==> config.mk <==
export PLATFORM = sky130hd
export DESIGN_NAME = bsg_downstream_in
export DESIGN_NICKNAME = d
export VERILOG_FILES = /design/src/rtl/bsg_downstream_in.sv
export SDC_FILE = /design/constraint.sdc
export NUM_CORES = 2
export LEC_CHECK = 0
export ABC_AREA = 1
export BUFFER_PORTS_ARGS = -buffer_cell sky130_fd_sc_hd__buf_4
export CAP_MARGIN = 15
export CORE_MARGIN = 4
export CORE_UTILIZATION = 35
export DETAILED_ROUTE_END_ITERATION = 8
export PLACE_DENSITY = 0.59
export SKIP_CTS_REPAIR_TIMING = 1
export SLEW_MARGIN = 10
export SYNTH_ARGS = -nofsm -noshare
export SYNTH_HDL_FRONTEND = slang
export SYNTH_SLANG_ARGS = --single-unit
==> constraint.sdc <==
create_clock -name clk -period 16.8 [get_ports clk]
set_input_delay 4.2 -clock clk [delete_from_list [all_inputs] [get_ports clk]]
set_output_delay 4.2 -clock clk [all_outputs]
set_load 0.02 [all_outputs]
==> src/rtl/bsg_downstream_in.sv <==
// Receive side of the two-channel token link: reassembles 4-beat words into a FIFO for the core
// and returns one token per consumed word. BSG_DOWNSTREAM_IN_OVF_CHK_EN adds overflow_err.
module bsg_downstream_in #(
    parameter int unsigned CH_WIDTH   = 8,
    parameter int unsigned WORD_WIDTH = 8 * CH_WIDTH,
    parameter int unsigned FIFO_DEPTH = 64,
    parameter int unsigned PTR_W      = $clog2(FIFO_DEPTH)
) (
    input  logic                  clk,
    input  logic                  rst,
    input  logic                  io_valid_in,
    input  logic [CH_WIDTH-1:0]   io_data_in_ch0,
    input  logic [CH_WIDTH-1:0]   io_data_in_ch1,
    output logic                  io_token,
    output logic                  core_valid_out,
    output logic [WORD_WIDTH-1:0] core_data_out,
    input  logic                  core_yumi_in,
    output logic [PTR_W:0]        fifo_count
`ifdef BSG_DOWNSTREAM_IN_OVF_CHK_EN
    ,
    output logic                  overflow_err
`endif
);

    localparam logic [PTR_W-1:0] PtrOne  = 1;
    localparam logic [PTR_W:0]   CntOne  = 1;
    localparam logic [PTR_W:0]   CntFull = (PTR_W+1)'(FIFO_DEPTH);

    logic [1:0]            step_q, step_d;
    logic [WORD_WIDTH-1:0] part_q, part_d;
    logic [WORD_WIDTH-1:0] word_merged;
    logic [PTR_W-1:0]      wr_ptr_q, wr_ptr_d;
    logic [PTR_W-1:0]      rd_ptr_q, rd_ptr_d;
    logic [PTR_W:0]        count_q, count_d;
    logic                  token_q;
    logic                  word_done, full, deq, wr_en;
    logic [WORD_WIDTH-1:0] mem [FIFO_DEPTH];

    // Lane placement: ch0 fills bytes 0,1,4,5 and ch1 fills bytes 2,3,6,7 across steps 0..3.
    always_comb begin
        word_merged = part_q;
        case (step_q)
            2'd0: begin
                word_merged[0*CH_WIDTH +: CH_WIDTH] = io_data_in_ch0;
                word_merged[2*CH_WIDTH +: CH_WIDTH] = io_data_in_ch1;
            end
            2'd1: begin
                word_merged[1*CH_WIDTH +: CH_WIDTH] = io_data_in_ch0;
                word_merged[3*CH_WIDTH +: CH_WIDTH] = io_data_in_ch1;
            end
            2'd2: begin
                word_merged[4*CH_WIDTH +: CH_WIDTH] = io_data_in_ch0;
                word_merged[6*CH_WIDTH +: CH_WIDTH] = io_data_in_ch1;
            end
            default: begin
                word_merged[5*CH_WIDTH +: CH_WIDTH] = io_data_in_ch0;
                word_merged[7*CH_WIDTH +: CH_WIDTH] = io_data_in_ch1;
            end
        endcase
    end

    assign word_done = io_valid_in && (step_q == 2'd3);
    assign full      = (count_q == CntFull);
    assign deq       = core_yumi_in && (count_q != '0);
    // A dequeue in the same cycle frees the slot, so a full FIFO still accepts the word.
    assign wr_en     = word_done && (!full || deq);

    always_comb begin
        step_d   = step_q;
        part_d   = part_q;
        wr_ptr_d = wr_ptr_q;
        rd_ptr_d = rd_ptr_q;
        count_d  = count_q;
        if (io_valid_in) begin
            step_d = step_q + 2'd1;
            part_d = word_merged;
        end
        if (wr_en) begin
            wr_ptr_d = wr_ptr_q + PtrOne;
        end
        if (deq) begin
            rd_ptr_d = rd_ptr_q + PtrOne;
        end
        case ({wr_en, deq})
            2'b10:   count_d = count_q + CntOne;
            2'b01:   count_d = count_q - CntOne;
            default: count_d = count_q;
        endcase
    end

    always_ff @(posedge clk) begin
        if (!rst) begin
            step_q   <= 2'd0;
            part_q   <= '0;
            wr_ptr_q <= '0;
            rd_ptr_q <= '0;
            count_q  <= '0;
            token_q  <= 1'b0;
        end else begin
            step_q   <= step_d;
            part_q   <= part_d;
            wr_ptr_q <= wr_ptr_d;
            rd_ptr_q <= rd_ptr_d;
            count_q  <= count_d;
            token_q  <= deq;
        end
    end

    always_ff @(posedge clk) begin
        if (rst && wr_en) begin
            mem[wr_ptr_q] <= word_merged;
        end
    end

    assign io_token       = token_q;
    assign core_valid_out = (count_q != '0);
    assign core_data_out  = mem[rd_ptr_q];
    assign fifo_count     = count_q;

`ifdef BSG_DOWNSTREAM_IN_OVF_CHK_EN
    logic overflow;
    logic ovf_q;

    assign overflow = word_done && full && !deq;

    always_ff @(posedge clk) begin
        if (!rst) begin
            ovf_q <= 1'b0;
        end else if (overflow) begin
            ovf_q <= 1'b1;
        end
    end

    assign overflow_err = ovf_q;

    always @(posedge clk) begin
        if (rst) begin
            assert (!overflow) else $warning("bsg_downstream_in: word dropped, FIFO full");
            assert (!(core_yumi_in && (count_q == '0)))
                else $warning("bsg_downstream_in: yumi while empty");
        end
    end
`endif

endmodule

Word level (Yosys, flattened, before mapping)
Memories as Yosys holds them, arrays and structs flattened. A register that Yosys moved wholly into a read port is not among the register bits.
Index checks and enable logic that the tools add are counted.
Word-level totals
  flip-flop bits (word level): 86
  RAM bits: 4096
  bits of input ports: 20
  output and inout port bits: 73
  logic and storage cells: 41
  memories kept: 1
Operators by class
  $add $sub $neg: 5
  equality and inequality tests: 6
  muxes and demuxes: 13
  reduce and logical (&&, ||, !) cells: 10
Memory list
  mem: depth 64, bits a word 64, read ports 1, clocked after memory_dff 1, wr ports 1, RTL line 37  | logic [WORD_WIDTH-1:0] mem [FIFO_DEPTH];
Operators with widths (count)
  two-way mux 8 bit: 8
  case mux 7 bit (2 select lines): 1
  adder 6 x 1 -> 6 bit (second input constant): 2
  two-way mux 6 bit: 2
  adder 7 x 1 -> 7 bit (second input constant): 1
  == test 7 bit (second input constant): 1
  nonzero test 7 bit: 1
  subtractor 7 x 1 -> 7 bit (second input constant): 1
  == test 2 bit (second input constant): 3
  == test 2 x 1 -> 1 bit (second input constant): 2
  logical AND 1 bit: 4
  OR reduction 3 bit: 1
  adder 2 x 1 -> 2 bit (second input constant): 1
  logical NOT 2 bit: 1
  two-way mux 1 bit: 2
  nonzero test 2 bit: 1
  logical NOT 1 bit: 1
  logical OR 1 bit: 1

Longest topological paths before layout
  depth after elaboration: 7
  depth in mapped cells: 15

Least setup slack after synthesis
No wires, ideal clock.
  path kind: input port to flip-flop
  from: input io_valid_in
  to: memory mem[27][0] in the netlist's numbering, enable pin
  library setup time: 0.644 ns
  arrival time: 10.650 ns
  required time: 16.156 ns
  path slack: 5.506 ns
  stages on the path: 4
  path buffers: 0
  cells stage by stage: nand2_1 inv_1 nand2_2 nor4_1
On the way
  longest elaborated chain between the ends: 5
Ends and longest elaborated chain
  from (decl): RTL line 11  | input logic io_valid_in,
  logical AND 1 bit: RTL line 62  | assign word_done = io_valid_in && (step_q == 2'd3);
  logical AND 1 bit: RTL line 66  | assign wr_en = word_done && (!full || deq);
  logical AND 1 bit: RTL line 110  | if (rst && wr_en) begin
  two-way mux 1 bit: RTL line 110
  two-way mux 1 bit (implied by the code): RTL line 111  | mem[wr_ptr_q] <= word_merged;
  to (decl): RTL line 37
Every way passes these cells.

==> run_results.csv <==
group,metric,value,unit
finish,drive_above_1_share,8.15,%
yosys,most_frequent_cells_after_synthesis,"sky130_fd_sc_hd__nand2_1, sky130_fd_sc_hd__edfxtp_1, sky130_fd_sc_hd__nand3_1, sky130_fd_sc_hd__buf_2, sky130_fd_sc_hd__clkbuf_1",
outcome,violations,"max-slew violations",
routing,num_vias,113000,
sta,worstMarginPinSlew,1.96,ns
worst_setup_path,worstSetupPathType,"flop to output pin",
routing,detail_route.wirelength,547,mm
routing,drt_first_pass_iters,6,
yosys,synthesis.area_per_instance,12.0,um^2
sta,grt_setup_unrepaired,"no",
pwr,power_density,145,nW/um^2
placement,io_buffers,92,
sta,finalSetupTns,0,ns
clock_tree,h_tree_level_count,5,
sta,timing.final.crit_period,10.72,ns
yosys,synth_edf_count,4096,
yosys,synth_nets,14100,
yosys,yosys-top-cells-area,"sky130_fd_sc_hd__edfxtp_1, sky130_fd_sc_hd__nand3_1, sky130_fd_sc_hd__nand2_1",
yosys,ys_warn_count,0,
worst_setup_path,crit_path_top_delay_cell,"sky130_fd_sc_hd__buf_4",
die,design.portCount,93,
sta,setup_violations,0,
worst_setup_path,path_cells,"buf_12 > buf_4 > buf_4 > buf_4 > nand2_1 > nand3_1 > nand3_1 > nand3_1 > nand3_1 > nand2_1 > nand2_1 > nand2_1 > buf_4",
flow_run,maxCapViolCount,0,
clock_tree,cts_buffers,408,
die,floorplan.die_area,493000,um^2
placement,dp.cells,19900,
yosys,asyncSetResetFlopFracSynth,0,%
finish,design.final.nets,13900,
placement,hpwlAfterDp,269,mm
sta,final.setup_skew,0.0543,ns
routing,final_antenna_net_count,0,
yosys,synth_top_flop_cell,"sky130_fd_sc_hd__edfxtp_1",
sta,final-max-slew-violation-count,272,
die,die_height,702,um
placement,gp_congestion,0.792,
routing,remaining_drc_errors,0,
die,std_cell_rows,254,
global_route,grt_first_pass_wirelength,777,mm
yosys,most_instantiated_library_cell_after_synthesis,"sky130_fd_sc_hd__nand2_1",
outcome,outcome,"finished with violations",
worst_setup_path,timing.critical_path.slowest_cell_delay,0.86,ns
yosys,synth_sequential_area_ratio,74.0,%
worst_setup_path,critical_path_required,12.60,ns
sta,final_min_period_over_clock_period,63.8,%
clock_tree,worstSkewPairLatency,1.02,ns
sta,fmax,0.0933,GHz
worst_setup_path,critPathArrivalTime,6.52,ns
routing,post_drt_via_cell_ratio,5.46,
yosys,yosys_register_bits,4188,
worst_setup_path,path_max_fanout,170,
clock_tree,ctsRootBufferMaster,"sky130_fd_sc_hd__clkbuf_16",
clock_tree,cts_tree,"built",
die,dieWidth,702,um
global_route,initial_antenna_violation_count,19,
yosys,synth_top_area_share,72.9,%
die,core_area,480000,um^2
global_route,via_count_of_the_first_global_routing_pass,107000,
pwr,p_leak,66.2,nW
routing,wire_per_inst,26.5,um
global_route,groute.usage.overall,21.5,%
yosys,syn_inst,14000,
global_route,largest_net_degree_at_the_start_of_global_routing,330,
finish,syn2layout_area_growth,12.6,%
sta,worst_slew_margin_rel,-30.4,%
sta,final-hold-violation-count,0,
finish,final-instance-count-excl-fill,20700,
die,initial_util,35.2,%
worst_hold_path,hold_path.class,"flop to flop",
yosys,synth_area,169000,um^2
worst_setup_path,critPathCaptureType,"output pin",
yosys,netlist-cell-type-count,34,
worst_setup_path,path_delay_family,"buffers and inverters",
routing,drt-initial-drc-count,15200,
yosys,synth_area_leader_cell,"sky130_fd_sc_hd__edfxtp_1",
worst_setup_path,startpoint_types,"flop",
pwr,ir_drop,0.000196,V
global_route,global_route_total_overflow,0,
clock_tree,cts_clk_pin_slew_worst_paths,0.06,ns
clock_tree,cts.sink_count,4188,
worst_setup_path,critical_path_buf_inv_count,5,
clock_tree,cts.path.max_buffers,4,
==> cell families (layout without fill, tap and decap cells) <==
group,after synthesis,in the layout,share of synthesized area (%)
buffers and inverters,1102,1336,3.42
other,0,7,0
AOI/OAI and AO/OA,224,224,0.673
adders and majority gates,13,13,0.101
and+or+nand+nor,8486,8486,21.8
xor gates and xnor gates,6,6,0.0311
DFF,4188,4188,74.0
==> sequential cells by signal, summed over array words and instances (netlist names), named ones only <==
name / cells
fifo_count: 7
part_q: 64
step_q: 2
io_token: 1
wr_ptr_q: 6
rd_ptr_q: 6
mem: 4096
==> metal layers <==
metal,vias up,wire length (um),global-route usage [%]
met2,5822,258000,35.6
met3,1160,48600,3.25
li1,49500,-,-
met4,6,27100,9.62
met5,-,41,0
met1,56200,213000,28.0
==> per-stage QoR <==
stage | worst slack [ns] | util (%) | area [um^2] | total power [mW] | hold slack, ns
5_1_grt | 5.66 | 39.6 | 190000 | 28.8 | 0.558
6_report | 6.08 | 39.6 | 190000 | 27.6 | 0.509
4_1_cts | 6.03 | 39.6 | 190000 | 27.7 | 0.502
3_5_place_dp | 7.11 | 36.8 | 176000 | 18.4 | 0.485
2_1_floorplan | 5.51 | - | 169000 | 16.7 | 0.459
3_3_place_gp | 7.15 | 36.8 | 176000 | 18.3 | 0.476
==> worst register-to-register path, stage by stage (launching register included) <==
cell and delay, ns:
sky130_fd_sc_hd__dfxtp_1 0.47, sky130_fd_sc_hd__ha_1 0.40, sky130_fd_sc_hd__nand2_1 0.17, sky130_fd_sc_hd__inv_1 0.41
sky130_fd_sc_hd__nand2_2 0.28, sky130_fd_sc_hd__nor2_4 0.22, sky130_fd_sc_hd__nand4_1 0.73, sky130_fd_sc_hd__nor2_4 1.10
sky130_fd_sc_hd__buf_4 1.04
==> layout by cell type (no fill, tap or decap), drive strengths merged, types with 2 or more instances in the layout <==
cell	n
nand3	3866
clkinvlp	17
ha	12
bufinv	48
nor3	14
inv	185
clkinv	174
dfxtp	92
clkbuf	506
diode	7
nand2	4520
nor2	75
buf	406
a21oi	85
or2	2
o21ai	138
edfxtp	4096
xor2	5
nand4	6
==> area by class of cell <==
type,count,area (um^2)
Fill cell,44600,290000
Sequential cell,4188,125000
Multi-Input combinational cell,8729,39400
Clock buffer,506,10800
Tap cell,6400,8010
Timing Repair Buffer,406,3370
Clock inverter,253,2830
Inverter,171,724
Antenna cell,7,17.5
==> final timing paths <==
kind               start                 to  slack [ns]  depth (start not counted)
min reg2reg  rd_ptr_q[0]        rd_ptr_q[0]        0.51                          1
min          rd_ptr_q[0]        rd_ptr_q[0]        0.51                          1
max reg2reg    step_q[0]        mem[46][21]       11.51                          8
max                 flop  core_data_out[54]        6.08                         13
==> where the power goes <==
part           switching (mW)  internal (mW)
sequential             0.0444           11.7
clock                    4.08           5.35
combinational            4.68           1.77
total                    8.81           18.8
Power figures use the tool's default switching activity.
